[config.mk]
export PLATFORM = sky130hd
export DESIGN_NAME = execute_pipe
export DESIGN_NICKNAME = d
export VERILOG_FILES = /design/src/rtl/execute_pipe.sv
export SDC_FILE = /design/constraint.sdc
export NUM_CORES = 1
export LEC_CHECK = 0
export ABC_AREA = 1
export CORE_MARGIN = 1
export CORE_UTILIZATION = 50
export DETAILED_ROUTE_END_ITERATION = 7
export PLACE_DENSITY = 0.83
export SLEW_MARGIN = 20
export SYNTH_ARGS = -nofsm -noshare
export SYNTH_HDL_FRONTEND = slang
export SYNTH_SLANG_ARGS = --single-unit
export TNS_END_PERCENT = 100
[constraint.sdc]
create_clock -name Clk -period 3.6 [get_ports Clk]
set_input_delay 0.54 -clock Clk [delete_from_list [all_inputs] [get_ports Clk]]
set_output_delay 0.54 -clock Clk [all_outputs]
set_load 0.01 [all_outputs]
[src/rtl/execute_pipe.sv]
// Registered WISC execute stage: ALU with cond-set, branch resolve, valid/ready output register.
// Define EXEC_MUL_EN to make AluOp 10 run the iterative shift-add multiplier.
module execute_pipe #(
    parameter int WIDTH     = 16,
    parameter int MUL_STEPS = 16
) (
    input  logic             Clk,
    input  logic             Rst,
    input  logic             Flush,
    input  logic             InValid,
    output logic             InReady,
    input  logic [WIDTH-1:0] Reg1,
    input  logic [WIDTH-1:0] Reg2,
    input  logic [WIDTH-1:0] Imm,
    input  logic [WIDTH-1:0] Pc,
    input  logic             AluSrc,
    input  logic [3:0]       AluOp,
    input  logic [2:0]       CondOp,
    input  logic [2:0]       BranchCode,
    output logic             OutValid,
    input  logic             OutReady,
    output logic [WIDTH-1:0] Output,
    output logic             PcSrc,
    output logic [WIDTH-1:0] BranchTarget
);

    localparam int SW = $clog2(WIDTH);
    localparam logic [1:0] IDLE = 2'd0;
    localparam logic [1:0] FULL = 2'd1;
`ifdef EXEC_MUL_EN
    localparam logic [1:0] MUL  = 2'd2;
    localparam int CW = $clog2(MUL_STEPS);
    localparam logic [CW-1:0] LAST = CW'(MUL_STEPS - 1);
`endif

    if (MUL_STEPS != WIDTH) begin : g_steps_check
        $error("execute_pipe: MUL_STEPS must equal WIDTH");
    end

    function automatic logic [WIDTH-1:0] alu(input logic signed [WIDTH-1:0] a,
                                             input logic signed [WIDTH-1:0] b,
                                             input logic [3:0] op);
        logic [SW-1:0]      sh;
        logic [2*WIDTH-1:0] rot;
        sh  = b[SW-1:0];
        // Rotate by shifting a doubled copy and keeping the upper half.
        rot = {a, a} << sh;
        case (op)
            4'd0:    alu = a + b;
            4'd1:    alu = a - b;
            4'd2:    alu = a & b;
            4'd3:    alu = a | b;
            4'd4:    alu = a ^ b;
            4'd5:    alu = a << sh;
            4'd6:    alu = $unsigned(a) >> sh;
            4'd7:    alu = a >>> sh;
            4'd8:    alu = rot[2*WIDTH-1:WIDTH];
            4'd9:    alu = b;
            default: alu = '0;
        endcase
    endfunction

    function automatic logic cond_flag(input logic signed [WIDTH-1:0] a,
                                       input logic signed [WIDTH-1:0] b,
                                       input logic [2:0] op);
        logic signed [WIDTH-1:0] diff;
        logic [WIDTH:0]          sum;
        logic                    ofl;
        logic                    lt;
        diff = a - b;
        ofl  = (a[WIDTH-1] != b[WIDTH-1]) & (diff[WIDTH-1] != a[WIDTH-1]);
        lt   = diff[WIDTH-1] ^ ofl;
        sum  = {1'b0, a} + {1'b0, b};
        case (op)
            3'd1:    cond_flag = (a == b);
            3'd2:    cond_flag = lt;
            3'd3:    cond_flag = lt | (a == b);
            3'd4:    cond_flag = sum[WIDTH];
            default: cond_flag = 1'b0;
        endcase
    endfunction

    logic [1:0]              state;
    logic                    taken_p1;
    logic signed [WIDTH-1:0] a_p0;
    logic signed [WIDTH-1:0] b_p0;
    logic [WIDTH-1:0]        res_p0;
    logic [WIDTH-1:0]        tgt_p0;
    logic                    taken_p0;
    logic                    cond_en_p0;
    logic                    accept;

    // Stage p0: combinational operand select, ALU, cond-set and branch resolve.
    always_comb begin
        a_p0       = Reg1;
        b_p0       = AluSrc ? Imm : Reg2;
        cond_en_p0 = (CondOp != 3'd0) && (CondOp <= 3'd4);
        res_p0     = cond_en_p0 ? {{(WIDTH-1){1'b0}}, cond_flag(a_p0, b_p0, CondOp)}
                                : alu(a_p0, b_p0, AluOp);
        tgt_p0     = Pc + Imm;
        case (BranchCode[1:0])
            2'd0:    taken_p0 = (Reg1 == '0);
            2'd1:    taken_p0 = (Reg1 != '0);
            2'd2:    taken_p0 = Reg1[WIDTH-1];
            default: taken_p0 = ~Reg1[WIDTH-1];
        endcase
        taken_p0 = taken_p0 & BranchCode[2];
    end

    assign InReady  = ((state == IDLE) | ((state == FULL) & OutReady)) & ~Flush;
    assign accept   = InValid & InReady;
    assign OutValid = (state == FULL);
    assign PcSrc    = taken_p1 & OutValid;

`ifdef EXEC_MUL_EN
    logic [CW-1:0]    cnt;
    logic [WIDTH-1:0] acc;
    logic [WIDTH-1:0] mcand;
    logic [WIDTH-1:0] mplier;
    logic [WIDTH-1:0] acc_next;
    logic             start_mul;

    assign start_mul = (AluOp == 4'd10);
    assign acc_next  = acc + (mplier[0] ? mcand : '0);

    // Multiplier datapath: one shift-add step per cycle while in MUL; cond-set does not apply.
    always_ff @(posedge Clk) begin
        if (accept && start_mul) begin
            acc    <= '0;
            mcand  <= a_p0;
            mplier <= b_p0;
        end else if (state == MUL) begin
            acc    <= acc_next;
            mcand  <= mcand << 1;
            mplier <= mplier >> 1;
        end
    end
`endif

    // Stage p1: output register and control FSM.
    always_ff @(posedge Clk) begin
        if (Rst) begin
            state        <= IDLE;
            taken_p1     <= 1'b0;
            Output       <= '0;
            BranchTarget <= '0;
`ifdef EXEC_MUL_EN
            cnt          <= '0;
`endif
        end else if (Flush) begin
            state <= IDLE;
        end else if (accept) begin
            Output       <= res_p0;
            BranchTarget <= tgt_p0;
            taken_p1     <= taken_p0;
`ifdef EXEC_MUL_EN
            if (start_mul) begin
                state <= MUL;
                cnt   <= '0;
            end else begin
                state <= FULL;
            end
`else
            state <= FULL;
`endif
        end else if (state == FULL) begin
            if (OutReady) state <= IDLE;
        end
`ifdef EXEC_MUL_EN
        else if (state == MUL) begin
            cnt <= cnt + 1'b1;
            if (cnt == LAST) begin
                state  <= FULL;
                Output <= acc_next;
            end
        end
`endif
    end

endmodule
# Word-level counts from Yosys, hierarchy flattened

Index checks and enable logic that the tools add are counted.

Eq/ne operators: 18
Shifts and indexed selects: 4
Divide/modulo/power cells: 0
Bitwise operators: 14
Magnitude comparators: 1
Add/subtract/negate cells: 4
Muxes and demuxes: 8
Reduce and logical (&&, ||, !) cells: 12
Multiply operators: 0

Operators by type and width:

| operator                                                              | number |
|---|---|
| 16-bit one-hot mux with 10 select lines                               | 1 |
| 16-bit adder                                                          | 2 |
| 16-bit two-way mux                                                    | 2 |
| 32-bit by 4-bit << shifter with 32-bit output                         | 1 |
| 16-bit by 16-bit adder with 17-bit output                             | 1 |
| 16-bit AND                                                            | 1 |
| 16-bit equality test                                                  | 1 |
| 4-bit by 3-bit equality test with 1-bit output, second input constant | 4 |
| 16-bit zero test                                                      | 1 |
| 16-bit bitwise OR                                                     | 1 |
| 16-bit nonzero test                                                   | 1 |
| 16-bit by 4-bit << shifter with 16-bit output                         | 1 |
| 16-bit by 4-bit right shift with 16-bit output                        | 1 |
| 16-bit by 4-bit >>> shifter with 16-bit output                        | 1 |
| 16-bit subtractor                                                     | 1 |
| 16-bit bitwise XOR                                                    | 1 |
| 4-bit by 2-bit equality test with 1-bit output, second input constant | 2 |
| 4-bit equality test, second input constant                            | 2 |
| 1-bit AND                                                             | 6 |
| 3-bit by 2-bit equality test with 1-bit output, second input constant | 2 |
| 4-bit by 1-bit equality test with 1-bit output, second input constant | 1 |
| 2-bit zero test                                                       | 2 |
| 4-bit zero test                                                       | 1 |
| 1-bit one-hot mux with 4 select lines                                 | 1 |
| 16 further kinds                                                      | 23 |

Bits in registers: 34
ROM bits: 0
Word-level logic and storage cells: 65
RAM bits: 0
Memories: 0
Output and inout bits: 35
Latch bits: 0

# Depth between registers and ports, before layout

Gate-level depths: netlist (run 1).

Word-level depth: 8
Mapped depth: 26

# Worst setup path before layout (run 1)

No wires, ideal clock.

Kind: input-to-reg
From: input AluSrc
To: register Output[15]
Cell stages on the path: 24
Data arrival time: 3.337 ns
Setup slack: 0.131 ns
Cell sequence: buf_6 inv_6 nand2_1 nand2_2 inv_2 clkbuf_1 ha_1 buf_2 nor2_1 nand3_1 nand3_1 nand2_1 nand3_1 nand2_1 nand2_1 a21oi_1 fa_1 o22ai_1 nor2_1 nand4_1 nor2_1 nand2_1 nand2_1 a21oi_1

Word-level cells in the longest chain between the ends: 4

Ends and longest elaborated chain:

| element                                     | RTL line | text |
|---|---|---|
| start, declared                             | 16       | `input logic AluSrc,` |
| 16-bit two-way mux (*)                      | 96       | `b_p0 = AluSrc ? Imm : Reg2;` |
| 16-bit subtractor (tied with other cells)   | 50       | `4'd1: alu = a - b;` |
| 16-bit one-hot mux with 10 select lines (*) | 48       | `case (op)` |
| 16-bit two-way mux (*)                      | 98       | `res_p0 = cond_en_p0 ? {{(WIDTH-1){1'b0}}, cond_flag(a_p0, b_p0, CondOp)}` |
| end signal, assigned                        | 153      | `Output <= res_p0;` |
| end, declared                               | 22       | `output logic [WIDTH-1:0] Output,` |

Mark *: on every way between the ends. The rest lies on a longest branch, timed or not.
A chain may end at the register's enable or synchronous reset.

# Final worst setup path (run 1)

Ends and elaborated chain as after synthesis.

==> results of run 1 <==
-- worst min-delay path: cells and delay by family, from the launching register on --
family / cells / cell delay, ns
flops: 1 / 0.30
compound gates: 1 / 0.06
simple gates: 1 / 0.06
-- synth_stat cells, types with 4 or more instances --
cell	n	area [um^2]
clkbuf_1	13	48.8
o21ai_0	38	190
o22ai_1	5	31.3
nor4_1	5	31.3
o21bai_1	7	52.6
nand2_1	353	1330
o21ai_2	5	43.8
dfxtp_1	34	681
buf_2	25	125
nor2_2	4	25.0
nand4_1	24	150
buf_4	4	30.0
o21a_1	5	37.5
fa_1	4	80.1
nand3_1	249	1250
ha_1	69	863
inv_2	13	48.8
or2_2	7	43.8
inv_1	137	514
nand2_2	13	81.3
o221ai_1	7	61.3
buf_6	9	101
xor2_1	13	114
nor2_1	112	420
o21ai_1	6	30.0
a21oi_1	69	345
nor3_1	16	80.1
-- path summary, 6_finish.rpt --
path / slack [ns] / to / cells past startpoint
max: 0.16 / Output[15]$_SDFFE_PP0P_ / 22
min reg2reg: 0.46 / Output[9]$_SDFFE_PP0P_ / 2
min: 0.46 / Output[9]$_SDFFE_PP0P_ / 2
max reg2reg: 1.73 / BranchTarget[10]$_SDFFE_PP0P_ / 7
-- registers in the layout, indices dropped and copies added, names as in the netlist --
signal,flops
BranchTarget,16
Output,16
state,1
taken_p1,1
-- cell type report --
type	instances	area share, %
Multi-Input combinational cell	1045	60.1
Timing Repair Buffer	244	22.5
Sequential cell	34	7.19
Inverter	151	6.04
Tap cell	180	2.38
Clock buffer	6	1.47
Clock inverter	1	0.317
-- per-layer routing --
| layer | track usage (%) | up-vias | part of all wire [%] |
|---|---|---|---|
| met2 | 67.6 | 599 | 44 |
| met5 | 0 | - | 0 |
| li1 | - | 4630 | - |
| met3 | 6.81 | 91 | 11 |
| met1 | 56.7 | 4438 | 40 |
| met4 | 19.7 | 0 | 5.1 |
-- cell usage in the layout, fill, tap and decap left out, types with 13 or more instances in the layout --
cell / synthesis / routed
nand2_1: 353 / 350
o21ai_0: 38 / 38
inv_2: 13 / 16
clkdlybuf4s50_1: 0 / 114
xor2_1: 13 / 13
nand4_1: 24 / 24
nor3_1: 16 / 16
nand3_1: 249 / 247
buf_4: 4 / 127
nor2_1: 112 / 109
ha_1: 69 / 63
inv_1: 137 / 134
dfxtp_1: 34 / 34
nand2_2: 13 / 16
a21oi_1: 69 / 65
-- kinds of logic (layout without fill, tap and decap cells) --
group / Yosys count / in the layout / share of synthesized area (%)
AOI/OAI and AO/OA: 157 / 157 / 12.7
xor gates and xnor gates: 16 / 16 / 1.96
and+or+nand+nor: 799 / 799 / 50.0
buffers and inverters: 205 / 402 / 12.6
adders and majority gates: 73 / 73 / 13.2
DFF: 34 / 34 / 9.53
-- what timing repair did --
item | 4_1_cts | 5_1_grt
pin swaps | 0 | 4
buffers inserted | 0 | 1
endpoints found under the setup margin | 1 | 3
resized for setup | 1 | 28
-- power breakdown --
part	internal, mW	switching [mW]
Sequential	0.396	0.0114
Clock	0.341	0.158
Combinational	0.555	0.857
Total	1.29	1.03
-- metrics by stage --
stage / setup TNS, ns / worst slack (ns) / power (mW)
2_1_floorplan: 0 / 0.131 / 1.20
3_3_place_gp: -0.299 / -0.239 / 1.73
3_5_place_dp: -0.519 / -0.301 / 1.74
4_1_cts: 0 / 0.0344 / 2.24
5_1_grt: -0.00824 / -0.00824 / 2.45
6_report: 0 / 0.161 / 2.32
==> metrics, run 1 <==
area of the multi-input gates=0.00569 mm^2; die width=122 um; mean post-synth cell area=5.56 um^2; Critical Path Max Stage Delay=0.50 ns; Worst path most repeated cell=nand2_1; final setup vio count=0; Cells after Synth=1,284; crit-path leading delay family=simple AND/OR/NAND/NOR gates; Clock Latency Late Sink=0.28 ns; Syn Nets=1,437; die outline height=122 um; H-tree levels=2; DRC violations left=0; drt pass-1 iters=6; placed insts=1,653; hold slack=0.464 ns; core region area=0.0139 mm^2; Unique masters post-synth=49; Top FF cell, synth=dfxtp_1; Area Overhead vs Synth=32.5%; DRT iter0 DRCs=1,187; Antenna Diode Count=0; Max Freq=0.291 GHz; worst endpoint required time=3.77 ns; CTS tree=done; total clock sinks=34; Routed WL per cell=19.2 um; die area=0.0148 mm^2; Crit Path Class=in2reg; CTS clk-pin slew, worst paths=0.05 ns; row cnt=43; ratio of cells with drive above 1 in the final layout=14.4%; deepest clock path buffer count=2; critical path startpoint category=input port; final setup skew=0.00300 ns; crit path max fanout=13; fin. max-slew vios=0; worst hold path class=reg2reg; status=complete, no violations; Ys Warns=0; Tcrit/Tclk final=95.5%; gr usage total=42.8%; cts hold-fix bufs=0; Buf/Inv on CP=3; Final nets=1,634; Total Wirelength=31,900 um; TritonCTS Buffers=5; Worst Hold Launch=Output[9]$_SDFFE_PP0P_; Pleak=4.80 nW; Reg area=681 um^2; CP max stage cell=fa_1; num ports=115; root buffer cell=clkbuf_16; grt ovf=0; largest net degree at the start of global routing=38; post-synthesis async set-or-reset flop share=0%; Final Non-Filler Cells=1,661; peak supply drop=0.000190 V; fin area=0.00947 mm^2; Vias/cell=5.87; crit path capture type=flop; slew of the pin with the lowest slew margin=0.677 ns; maximum capacitance violations=0; Core Util, Final=68.2%; initial core utilization=51.5%; I/O Buffers=114; hpwl dp=26,100 um; vias in the first global route=8,776; gpl congestion=1.03; mapped cell area=0.00714 mm^2; hold violation count in the final report=0; Detail Route Antenna Nets=0; Worst Setup SP=AluSrc; Tmin final=3.44 ns; Placed Area=0.00915 mm^2; RR Startpoint=state[0]$_SDFFE_PP0P_; sequential area share after synthesis=9.53%; Slew HR=54.8%; Cell Pwr Density=245 mW/mm^2; worst-path cell chain=clkdlybuf4s50_1, buf_6, inv_6, or2_1, o21ai_2, ha_4, nor2_2, nand3_1, nand3_2, nand2_1, nand3_2, nand2_2, nand2_2, a21oi_2, fa_1, o22ai_2, nor2_1, nand4_1, nor2_1, nand2_1, nand2_1, a21oi_1; Fill cells=1,328; Synth Register Bits=34; number of synthesized flops with an enable pin=0; antenna violations before repair=0; Worst EP arrival=3.60 ns; first-pass GRT wire length=47,800 um; vias=9,758
Power figures use the tool's default switching activity.
==> run 2: changes to the inputs <==
HOLD_SLACK_MARGIN = 0.08   (was not set)
==> results of run 2 <==
Final layout, timing and power as in run 1 (identical DEF).
==> run 3: changes to the inputs <==
ABC_AREA = 0   (was 1)
PLACE_DENSITY = 0.85   (was 0.83)
==> metrics, run 3 <==
status=finished with violations (was complete, no violations); failing checks=setup timing; CTS tree=done (unchanged); Placed Area=0.00909 mm^2 (was 0.00915 mm^2); most frequent cells in the layout=205 x buf_4, 100 x nand2_1, 92 x clkdlybuf4s50_1 (was 350 x nand2_1, 247 x nand3_1, 134 x inv_1); maximum capacitance violations=0 (unchanged); crit path capture type=flop (unchanged); Cells after Synth=869 (was 1,284); final setup vio count=2 (was 0); worst endpoint required time=3.83 ns (was 3.77 ns); antenna violations before repair=0 (unchanged); commonest non-fill, non-tap cell in the layout=buf_4 (was nand2_1); deepest clock path buffer count=2 (unchanged); row cnt=41 (was 43); DRC violations left=0 (unchanged); die area=0.0133 mm^2 (was 0.0148 mm^2); initial core utilization=51.1% (was 51.5%); WL met1=11,500 um (was 12,800 um); Tcrit/Tclk final=107% (was 95.5%); die width=115 um (was 122 um); total clock sinks=34 (unchanged); setup_tns=-0.302 ns (was 0 ns); mapped cell area=0.00643 mm^2 (was 0.00714 mm^2); Crit Path Class=in2reg (unchanged); first-pass GRT wire length=46,700 um (was 47,800 um); DRT iter0 DRCs=1,512 (was 1,187); Area Overhead vs Synth=49.6% (was 32.5%); I/O Buffers=114 (unchanged); WL met3=4420 um (was 3520 um); Top FF cell, synth=dfxtp_1 (unchanged); post-synth top area share=13.4% (was 18.6%); crit path max fanout=4 (was 13); TritonCTS Buffers=5 (unchanged); vias in the first global route=8,144 (was 8,776); core region area=0.0126 mm^2 (was 0.0139 mm^2); Final nets=1,296 (was 1,634); Synth area leaders=ha_1 13%, dfxtp_1 11%, mux2i_1 7.3% (was nand2_1 19%, nand3_1 17%, ha_1 12%); die outline height=115 um (was 122 um); root buffer cell=clkbuf_16 (unchanged); dpl ws=-0.933 ns (was -0.301 ns); H-tree levels=2 (unchanged); Ys Warns=0 (unchanged); Vias/cell=6.66 (was 5.87); Worst EP arrival=4.07 ns (was 3.60 ns); Pleak=4.17 nW (was 4.80 nW); post-synth top area cell=ha_1 (was nand2_1); Detail Route Antenna Nets=0 (unchanged); Antenna Diode Count=0 (unchanged); number of synthesized flops with an enable pin=0 (unchanged); grt ovf=0 (unchanged); count leader, synth=nand2_1 (unchanged); final setup skew=0.00457 ns (was 0.00300 ns); vias=8,764 (was 9,758); worst hold path class=reg2reg (unchanged); Unique masters post-synth=78 (was 49); fin area=0.00962 mm^2 (was 0.00947 mm^2); CTS clk-pin slew, worst paths=0.06 ns (was 0.05 ns); Syn Nets=1,022 (was 1,437); ratio of cells with drive above 1 in the final layout=26.9% (was 14.4%); largest registers=BranchTarget (16), Output (16) (unchanged); synth cell count leaders=101 x nand2_1, 77 x a21oi_1, 69 x ha_1, 69 x nor2_1, 49 x inv_1 (was 353 x nand2_1, 249 x nand3_1, 137 x inv_1); fin. max-slew vios=0 (unchanged); peak supply drop=0.000194 V (was 0.000190 V); Tmin final=3.84 ns (was 3.44 ns); gr usage total=47.6% (was 42.8%); mean post-synth cell area=7.40 um^2 (was 5.56 um^2); post-synthesis async set-or-reset flop share=0% (unchanged); critical path startpoint category=input port (unchanged); slew of the pin with the lowest slew margin=0.874 ns (was 0.677 ns); Clock Latency Late Sink=0.30 ns (was 0.28 ns); gpl congestion=1.11 (was 1.03); largest net degree at the start of global routing=38 (unchanged); RSZ-0062 raised after global routing=true; drt pass-1 iters=6 (unchanged); hpwl dp=23,700 um (was 26,100 um); wire length on met2=13,400 um (was 13,900 um); Max Freq=0.261 GHz (was 0.291 GHz); top sig layer=met4 (unchanged); num ports=115 (unchanged); final setup margin=-0.237 ns (was 0.161 ns); Slew HR=41.0% (was 54.8%); Total Wirelength=32,100 um (was 31,900 um); Synth Register Bits=34 (unchanged); hold violation count in the final report=0 (unchanged); Routed WL per cell=24.4 um (was 19.2 um); sequential area share after synthesis=10.6% (was 9.53%); Cell Pwr Density=253 mW/mm^2 (was 245 mW/mm^2)
## run 3: cell count changes in the layout (fill, tap and decap cells not counted), moves of 17 or more
| cell | change |
|---|---|
| nand4_1 | -17 |
| inv_1 | -92 |
| clkdlybuf4s50_1 | -22 |
| nor2_1 | -41 |
| buf_4 | +78 |
| o22ai_1 | +17 |
| mux2i_1 | +43 |
| nand3_1 | -221 |
| nand2_1 | -250 |
## run 3: layer usage
layer,global-route usage [%],vias to the layer above
li1,-,3799
met2,71.1,717
met5,0,-
met1,57.8,4028
met3,16.1,220
met4,32.1,0
## run 3: report_power, final
group / leakage (nW) / internal (mW) / switching, mW
Sequential: 0.277 / 0.395 / 0.0108
Clock: 0.0729 / 0.275 / 0.198
Combinational: 3.82 / 0.721 / 0.836
## run 3: worst paths after layout
kind | startpoint | endpoint | slack, ns | cells past startpoint
max | Imm[1] | Output[11]$_SDFFE_PP0P_ | -0.24 | 15
min | BranchTarget[12]$_SDFFE_PP0P_ | BranchTarget[12]$_SDFFE_PP0P_ | 0.45 | 2
max reg2reg | state[0]$_SDFFE_PP0P_ | Output[13]$_SDFFE_PP0P_ | 1.27 | 8
min reg2reg | BranchTarget[12]$_SDFFE_PP0P_ | BranchTarget[12]$_SDFFE_PP0P_ | 0.45 | 2
## run 3: cells by family (layout without fill, tap and decap cells)
| kind of cell | Yosys count | after routing | synth area share [%] |
|---|---|---|---|
| AND/OR/NAND/NOR | 288 | 288 | 21.1 |
| multiplexers | 74 | 74 | 15.0 |
| flip-flops | 34 | 34 | 10.6 |
| AO/OA/AOI/OAI | 277 | 277 | 29.3 |
| adder cells (fa/ha/maj) | 73 | 73 | 14.7 |
| XOR/XNOR | 17 | 17 | 2.32 |
| buffers and inverters | 106 | 381 | 7.05 |
## run 3: final cells by class
class	count	area [um^2]
repair buffers	323	2730
clock inverters	2	12.5
well taps	172	215
clock buffers	6	139
multi-input cells	729	5650
flip-flops and latches	34	681
inverters	50	193
fillers	939	2950
## run 3: worst max-delay path, cell delays in order
cell           delay, ns
dlygate4sd2_1       0.30
mux2i_4             0.23
buf_4               0.16
inv_1               0.06
buf_4               0.15
ha_1                0.19
a21o_1              0.19
a41oi_1             0.23
o21ai_0             0.17
o31ai_2             0.44
o311ai_0            0.40
o22ai_1             0.51
o21ai_0             0.20
buf_4               0.18
a31oi_1             0.12
## run 3: through the flow
| step | util (%) | power (mW) | hold slack (ns) | instances |
|---|---|---|---|---|
| floorplan | - | 1.17 | 0.427 | 869 |
| global placement | 72.3 | 1.77 | 0.438 | 1289 |
| detailed placement | 72.3 | 1.79 | 0.446 | 1289 |
| CTS | 74.8 | 2.30 | 0.454 | 1308 |
| global route | 76.5 | 2.53 | 0.475 | 1316 |
| finish | 76.5 | 2.44 | 0.451 | 1316 |
## run 3: timing repair
action | in CTS | in global routing
gates resized for setup | 44 | 38
buffers inserted | 12 | 8
hold buffers | 0 | 0
pin swaps | 17 | 20
setup endpoints to repair | 11 | 8
==> patch (settings of run 1) <==
Build with the macro `EXEC_MUL_EN` defined.
--- a/src/rtl/execute_pipe.sv
+++ b/src/rtl/execute_pipe.sv
@@ -1,5 +1,7 @@
 // Registered WISC execute stage: ALU with cond-set, branch resolve, valid/ready output register.
 // Define EXEC_MUL_EN to make AluOp 10 run the iterative shift-add multiplier.
+`define EXEC_MUL_EN
+
 module execute_pipe #(
     parameter int WIDTH     = 16,
     parameter int MUL_STEPS = 16
Behaviour: not the same (Yosys sat finds a counterexample within 4 cycles, from zero or initial values and one cycle with Rst high).
==> patch against run 1 <==
- critical path depth rose by 1
- design area rose by 33%
- worst setup slack got worse by 0.043 ns
- worst hold slack got worse by 0.0041 ns
- area after synthesis rose by 38%
- sequential cell count rose by 53
- clock power rose by 100%
- fmax fell by 1.2%
- synthesized cell count rose by 22%
- first-iteration DRC count rose by 0.42%
- total power rose by 60%
- wire length rose by 22%
- non-clock buffer count rose by 23
- highest routed layer unchanged
==> patch: results (changes against run 1) <==
| Metric | Value |
|---|---|
| Peak VDD IR | 299.8 uV (+58%) |
| DP HPWL | 31350 um (+20%) |
| Number of diodes | 0 (unchanged) |
| Final GP Congestion | 1.078 (+4.8%) |
| Leak Pwr | 6.245 nW (+30%) |
| Met2 GRT Util | 0.6365 (-0.03966) |
| Post-synthesis xor/xnor area fraction | 0.02041 (+0.0007892) |
| First-pass GRT wire length | 59090 um (+24%) |
| Routed wl met2 | 17920 um (+29%) |
| Register area share after synthesis | 0.2089 (+0.1136) |
| Critical Path End | Output[0] |
| M1 WL | 15370 um (+20%) |
| Vias in the first global route | 11000 (+25%) |
| Count of non-filler cells in the finished layout | 2057 (+24%) |
| Reg2reg path depth | 14 (+7) |
| Post-synth EDFFs | 32 (+32) |
| CTS HTree Levels | 3 (+1) |
| Reg2reg setup slack | 0.63 ns (-1.10 ns) |
| Crit. Startpoint | AluSrc |
| Worst r2r src | mplier[0] |
| Synth Area in Compound Gates | 0.2032 (+0.07603) |
| Largest cells by area after synthesis | nand2_1 15%, dfxtp_1 11%, ha_1 11% |
| Via-per-instance ratio | 5.775 (-1.7%) |
| Max Root-Sink Buffers | 2 (unchanged) |
| Wire per inst | 18.96 um (-1.2%) |
| Max incr delay on CP | 0.52 ns (+0.02 ns) |
| Outcome | finished, final reports clean |
| Clk pin slew, worst setup/hold paths | 0.08 ns (+0.03 ns) |
| CP delay by family, top | simple AND/OR/NAND/NOR gates |
| Syn_nets | 1734 (+21%) |
| Hold Crit Start | acc[9] |
| Maximum net fanout on the critical path | 6 (-7) |
| Post-synth top cells | 388 x nand2_1, 186 x nand3_1, 183 x inv_1, 123 x o21ai_0, 104 x a21oi_1 |
| Multiplexer area fraction after synthesis | 0.001014 (+0.001014) |
| Total GRT Usage | 0.3854 (-0.04232) |
| Met3 Usage GRT | 0.05114 (-0.01700) |
| Critical Path Slowest Stage Cell | clkdlybuf4s50_1 |
| Iteration-0 DRC count of the detailed router | 1192 (+0.42%) |
| Largest net degree at the start of global routing | 45 (+18%) |
| Met1 Use GR | 0.4810 (-0.08595) |
| Depth of the worst hold-timing path | 2 (unchanged) |
| CTS buffer count | 9 (+4) |
| Adder-cell share of the synthesized area | 0.1179 (-0.01419) |
| CP Class | in2reg |
| Slew HR | 0.2881 (-0.2603) |
| Synth unique cells | 56 (+14%) |
| Root buffer cell | clkbuf_16 |
| FF-to-FF End | Output[10] |
| Ys flop type | dfxtp_1 |
| Crit path arrival time | 3.73 ns (+0.13 ns) |
| Post CTS Setup Buffer Count | 0 (unchanged) |
| Worst Clk Skew | 0.01622 ns (+0.01322 ns) |
| Layout cells sized above 1 | 0.1339 (-0.01057) |
| Post_cts resized | 1 (unchanged) |
| Fillcell total | 1849 (+39%) |
| Hold EP | acc[9] |
| Cell Count Post-Placement | 2040 (+23%) |
| Worst skew pair latency | 0.37 ns (+0.09 ns) |
| Post-Synthesis Cells | 1564 (+22%) |
| Wire length on met3 | 3334 um (-5.3%) |
==> patch: report_power, final <==
group          internal [W]  switching (W)  total, W  leakage, nW
clock              0.000494       0.000522   0.00102        0.149
combinational      0.000654       0.000955   0.00161         5.37
sequential          0.00107      0.0000301   0.00110        0.730
==> patch: area by class of cell <==
cell class | count | area (um2) | area share
clock buffer | 9 | 225.2 | 0.01794
tap | 265 | 331.6 | 0.02641
sequential | 87 | 2062 | 0.1642
multi-input combinational | 1227 | 6830 | 0.5440
inverter | 195 | 739.5 | 0.05889
timing repair buffer | 267 | 2293 | 0.1827
clock inverter | 7 | 73.82 | 0.005879
==> patch: through the flow <==
step	hold WS (ns)	cell area [um2]	setup slack, ns	util	TNS (ns)
after floorplan	0.4326	9869	0.06873	-	0
after global placement	0.4464	12200	-0.2696	0.6291	-0.6974
after detailed placement	0.4488	12200	-0.3692	0.6291	-0.9524
after CTS	0.4612	12500	0.04142	0.6445	0
after global routing	0.4783	12560	-0.05905	0.6473	-0.08881
final	0.4598	12560	0.1172	0.6473	0
